--- src/rtl/cpu_pkg.sv ---
// Shared CPU constants and the slot-occupancy encoding used by the writeback skid buffer.
package cpu_pkg;

  localparam int XLEN          = 32;
  localparam int REG_ADDR_W    = 5;
  localparam int ZERO_REG_ADDR = 0;

  // Encoding is {main.valid, skid.valid}; 2'b01 is unreachable.
  typedef enum logic [1:0] {
    SLOT_EMPTY = 2'b00,
    SLOT_ONE   = 2'b10,
    SLOT_FULL  = 2'b11
  } slot_state_e;

endpackage

--- src/rtl/skid_buf.sv ---
// Generic two-slot valid/ready skid buffer with synchronous flush on a flat payload.
// The ready output is registered, so there is no path from out_ready back to in_ready.
module skid_buf
  import cpu_pkg::*;
#(
  parameter int W = 8
) (
  input  logic         clk,
  input  logic         rst,
  input  logic         flush,
  input  logic         in_valid,
  output logic         in_ready,
  input  logic [W-1:0] in_data,
  output logic         out_valid,
  input  logic         out_ready,
  output logic [W-1:0] out_data
);

  slot_state_e  state_reg, state_next;
  logic [W-1:0] main_reg, main_next;
  logic [W-1:0] skid_reg, skid_next;
  logic         in_ready_reg, in_ready_next;
  logic         in_fire, out_fire;

  assign out_valid = (state_reg == SLOT_ONE) || (state_reg == SLOT_FULL);
  assign out_data  = main_reg;
  assign in_ready  = in_ready_reg;
  assign in_fire   = in_valid & in_ready_reg;
  assign out_fire  = out_valid & out_ready;

  always_comb begin
    state_next = state_reg;
    main_next  = main_reg;
    skid_next  = skid_reg;
    // Payload registers are left untouched on flush so outputs keep their last value.
    if (flush) begin
      state_next = SLOT_EMPTY;
    end else begin
      case (state_reg)
        SLOT_EMPTY: begin
          if (in_fire) begin
            main_next  = in_data;
            state_next = SLOT_ONE;
          end
        end
        SLOT_ONE: begin
          if (in_fire && out_fire) begin
            main_next = in_data;
          end else if (in_fire) begin
            skid_next  = in_data;
            state_next = SLOT_FULL;
          end else if (out_fire) begin
            state_next = SLOT_EMPTY;
          end
        end
        SLOT_FULL: begin
          if (out_fire) begin
            main_next  = skid_reg;
            state_next = SLOT_ONE;
          end
        end
        default: state_next = SLOT_EMPTY;
      endcase
    end
    in_ready_next = (state_next != SLOT_FULL);
  end

  always_ff @(posedge clk) begin
    if (rst) begin
      state_reg    <= SLOT_EMPTY;
      main_reg     <= '0;
      skid_reg     <= '0;
      in_ready_reg <= 1'b1;
    end else begin
      state_reg    <= state_next;
      main_reg     <= main_next;
      skid_reg     <= skid_next;
      in_ready_reg <= in_ready_next;
    end
  end

endmodule

--- src/rtl/mem_wb_skid.sv ---
// MEM->WB boundary: multi-lane writeback payload through a skid buffer, with
// zero-register write suppression at capture and valid gating of the enables.
module mem_wb_skid
  import cpu_pkg::*;
#(
  parameter int LANES    = 1,
  parameter int ADDR_W   = REG_ADDR_W,
  parameter int DATA_W   = XLEN,
  parameter int ZERO_REG = 1
) (
  input  logic                     clk,
  input  logic                     rst,
  input  logic                     flush,
  input  logic                     in_valid,
  output logic                     in_ready,
  input  logic [LANES-1:0]         rd_we_i,
  input  logic [LANES*ADDR_W-1:0]  rd_addr_i,
  input  logic [LANES*DATA_W-1:0]  rd_data_i,
  output logic                     out_valid,
  input  logic                     out_ready,
  output logic [LANES-1:0]         rd_we,
  output logic [LANES*ADDR_W-1:0]  rd_addr,
  output logic [LANES*DATA_W-1:0]  rd_data
);

  localparam int LANE_W = 1 + ADDR_W + DATA_W;
  localparam int W      = LANES * LANE_W;

  logic [W-1:0]     pack_in, pack_out;
  logic [LANES-1:0] we_masked, we_held;

  generate
    for (genvar gi = 0; gi < LANES; gi++) begin : g_lane
      logic [ADDR_W-1:0] lane_addr;
      assign lane_addr = rd_addr_i[gi*ADDR_W +: ADDR_W];

      if (ZERO_REG != 0) begin : g_zero
        assign we_masked[gi] = rd_we_i[gi] & (lane_addr != ADDR_W'(ZERO_REG_ADDR));
      end else begin : g_nozero
        assign we_masked[gi] = rd_we_i[gi];
      end

      assign pack_in[gi*LANE_W +: LANE_W] =
        {we_masked[gi], lane_addr, rd_data_i[gi*DATA_W +: DATA_W]};
      assign {we_held[gi], rd_addr[gi*ADDR_W +: ADDR_W], rd_data[gi*DATA_W +: DATA_W]} =
        pack_out[gi*LANE_W +: LANE_W];
      assign rd_we[gi] = we_held[gi] & out_valid;
    end
  endgenerate

  skid_buf #(
    .W(W)
  ) u_skid (
    .clk      (clk),
    .rst      (rst),
    .flush    (flush),
    .in_valid (in_valid),
    .in_ready (in_ready),
    .in_data  (pack_in),
    .out_valid(out_valid),
    .out_ready(out_ready),
    .out_data (pack_out)
  );

endmodule
--- config.mk ---
export PLATFORM = sky130hd
export DESIGN_NAME = mem_wb_skid
export DESIGN_NICKNAME = d
export VERILOG_FILES = /design/src/rtl/cpu_pkg.sv /design/src/rtl/skid_buf.sv /design/src/rtl/mem_wb_skid.sv
export SDC_FILE = /design/constraint.sdc
export NUM_CORES = 1
export LEC_CHECK = 0
export CELL_PAD_IN_SITES_DETAIL_PLACEMENT = 1
export CELL_PAD_IN_SITES_GLOBAL_PLACEMENT = 1
export CORE_ASPECT_RATIO = 1.5
export CORE_MARGIN = 2
export CORE_UTILIZATION = 42
export CTS_CLUSTER_DIAMETER = 200
export DETAILED_ROUTE_END_ITERATION = 12
export PLACE_DENSITY = 0.95
export SLEW_MARGIN = 10
export SYNTH_ARGS = -nofsm -noshare
export SYNTH_HDL_FRONTEND = slang
export SYNTH_SLANG_ARGS = --single-unit
--- constraint.sdc ---
create_clock -name clk -period 3.8 [get_ports clk]
set_clock_uncertainty 0.15 [all_clocks]
set_input_delay 0.76 -clock clk [delete_from_list [all_inputs] [get_ports clk]]
set_output_delay 0.76 -clock clk [all_outputs]
set_load 0.01 [all_outputs]
==> summary.md <==
| Metric | Value |
|---|---|
| Postcts setup bufs | 0 |
| Fin Setup TNS | 0 ps |
| Initial core utilization | 0.435 |
| Worst rel slew slack | 0.326 |
| Synth warn | 0 |
| Period minus WS final | between 2000 and 3000 ps |
| Max-slew violation count | 0 |
| Busiest grt layer | met2 |
| Port Buffer Count | 82 |
| Status | finished, final reports clean |
| Largest net degree at the start of global routing | between 80 and 90 |
| Critical Path AT | between 1500 and 2000 ps |
| Worst hold stages | 2 |
| Syn Nets | roughly 490 |
| Initial antenna violation count | 0 |
| Top post-synthesis cells by area | dfxtp_1 39%, a221oi_2 11%, o21ai_0 8.0% |
| Yosys top cell by area | dfxtp_1 |
| H-tree levels | 3 |
| Syn Area/Cell | 8.99 um^2 |
| Die Height | 124 um |
| Placed cells | 570 |
| Clock latency on the worst-skew pair | approximately 330 ps |
| Drt total wl | 11200 um |
| Synth cell types | 35 |
| Seq/Total Area, Yosys | 0.391 |
| Cell chosen for the clock root | clkbuf_16 |
| Critical Path RT | 2890 ps |
| Non-filler cells, final | 586 |
| Synthesis-to-finish area growth | 19.7% |
| Total Power | 2.07 mW |
| Clk buf depth | 2 |
| Reg2reg path depth | 4 |
| Post-DRT Antenna Nets | 0 |
| Main synth FF type | dfxtp_1 |
| Critical Path Source Type | register |
| Commonest cells in the netlist | 79 x dfxtp_1, 65 x o21ai_0, 39 x a21oi_1, 39 x buf_4, 39 x inv_1 |
| Place WS | ~1100 ps |
| Hold/Removal Path Class | reg -> reg |
| Sink Count | 79 |
| Die Width | 84.1 um |
| All-Layer GR Usage | 0.216 |
| Starting DRT DRC Count | between 200 and 250 |
| FP Rows | 43 |
| Top cell type's share of synthesized area | 0.391 |
| Power density cells | 427 nW/um^2 |
| Total grt overflow | 0 |
| Syn Inst Count | 450 |
| Clk slew on worst S/H paths | 60 ps |
| Worst-Margin Slew | 1010 ps |
| Crit path largest cell delay | 540 ps |
| Setup violators final | 0 |
| Cell Area, Synth | 4050 um^2 |
| Vias in the first global route | approximately 3600 |
| Via/cell ratio | 5.87 |
| Core area | 9310 um^2 |
| DR vias | 3440 |
| Clock buffer count from CTS | 9 |
| GR Util met2 | 0.390 |
| CTS tree | built |
| Final hold violation count | 0 |
| Antenna cell count | 0 |
| Layout cells sized above 1 | 0.150 |
| Cell Chain, Critical Path | and2_1, clkdlybuf4s50_1 |
| Final HPWL DP | 6880 um |
| Met1 GRT Util | 0.243 |
| Max VDD drop | approximately 0.32 mV |
| M3 GR Usage | 0.0425 |
| DRC viols | 0 |
| Drt wl/cell | 19.1 um |
| Top-count cell post-synth | dfxtp_1 |
| Peak Freq | about 0.40 GHz |
| Post-layout util | 0.521 |
| Final Cycle Share | 0.658 |
| Worst path slowest cell | dfxtp_2 |
| Post-synth EDFFs | 0 |
| Crit-path max FO | 16 |
| Setup crit end kind | primary output |
| RSZ-0062 raised after global routing | false |
| First-pass GRT wire length | 18100 um |
| Total die area | 10500 um^2 |
| Nets | 512 |
| Critical setup path kind | reg -> out |
| Detailed Routing Iterations Pass 1 | 4 |
| GPL Wtd Cong | about 0.77 |
| Gates resized, CTS repair | 0 |
| Hold_buf cts | 0 |
| #FFs+latches synth | 79 |
| Leakage power | around 1.6 nW |
| MaxCap Viol Count | 0 |
| Async SR Flop Fraction | 0 |
| Setup slack after layout | around 1300 ps |
| I/O pins | 83 |
-- placed cells by master, fill, tap and decap left out, types with 2 or more instances in the layout --
cell,Yosys,layout
buf_4,39,11
o21ai_2,10,10
a221oi_2,30,30
o21ai_0,65,65
inv_1,39,39
nand3b_1,38,38
clkbuf_16,0,9
clkdlybuf4s50_1,0,81
clkbuf_1,21,3
dfxtp_1,79,77
dfxtp_2,0,2
clkinv_2,0,2
nand2b_1,3,3
nand3_1,37,37
bufinv_16,0,2
a221oi_1,7,7
a21oi_1,39,39
-- metal layers --
metal / routed length [um] / up-vias
met2: 6110 / 101
li1: - / 1612
met4: 206 / 0
met5: 0 / -
met3: 425 / 21
met1: 4470 / 1706
-- cell families (layout without fill, tap and decap cells) --
logic type,count (synthesis),in the layout,share of synthesized area
buffers and inverters,123,147,0.171
AOI/OAI and AO/OA,156,156,0.289
and+or+nand+nor,91,91,0.147
DFF,79,79,0.391
muxes,1,1,0.00247
-- worst paths after layout --
check,startpoint,endpoint,slack (ps)
worst min-delay path,u_skid.skid_reg[30],u_skid.skid_reg[30],310
worst max register to register,u_skid.state_reg[1],u_skid.skid_reg[4],1440
worst max-delay path,u_skid.state_reg[1],rd_we,1300
worst min register to register,u_skid.skid_reg[30],u_skid.skid_reg[30],310
-- power by group --
group	switching (mW)	total, mW	internal (mW)
logic	0.141	0.275	0.134
clock network	0.336	0.910	0.574
registers	0.0217	0.883	0.861
total	0.499	2.07	1.57
-- worst max-delay path, delay by kind of cell, from the launching register on --
kind / cells / cell delay (ps)
buffers and inverters: 1 / 530
flip-flops: 1 / 540
AND/OR/NAND/NOR: 1 / 190
-- final cells by class --
type / instances / area [um^2]
flip-flops and latches: 79 / 1580
inverters: 39 / 146
repair buffers: 92 / 893
multi-input cells: 248 / 1770
well taps: 112 / 140
clock buffers: 12 / 236
clock inverters: 4 / 70.1
fillers: 1062 / 4460
-- metrics by stage --
| stage | area [um^2] | hold WS [ps] |
|---|---|---|
| 6_report | 4840 | 314 |
| 5_1_grt | 4840 | 331 |
| 4_1_cts | 4840 | 315 |
| 3_5_place_dp | 4540 | 304 |
| 3_3_place_gp | 4540 | 293 |
| 2_1_floorplan | 4050 | 288 |
(Power assumes the default switching activity.)
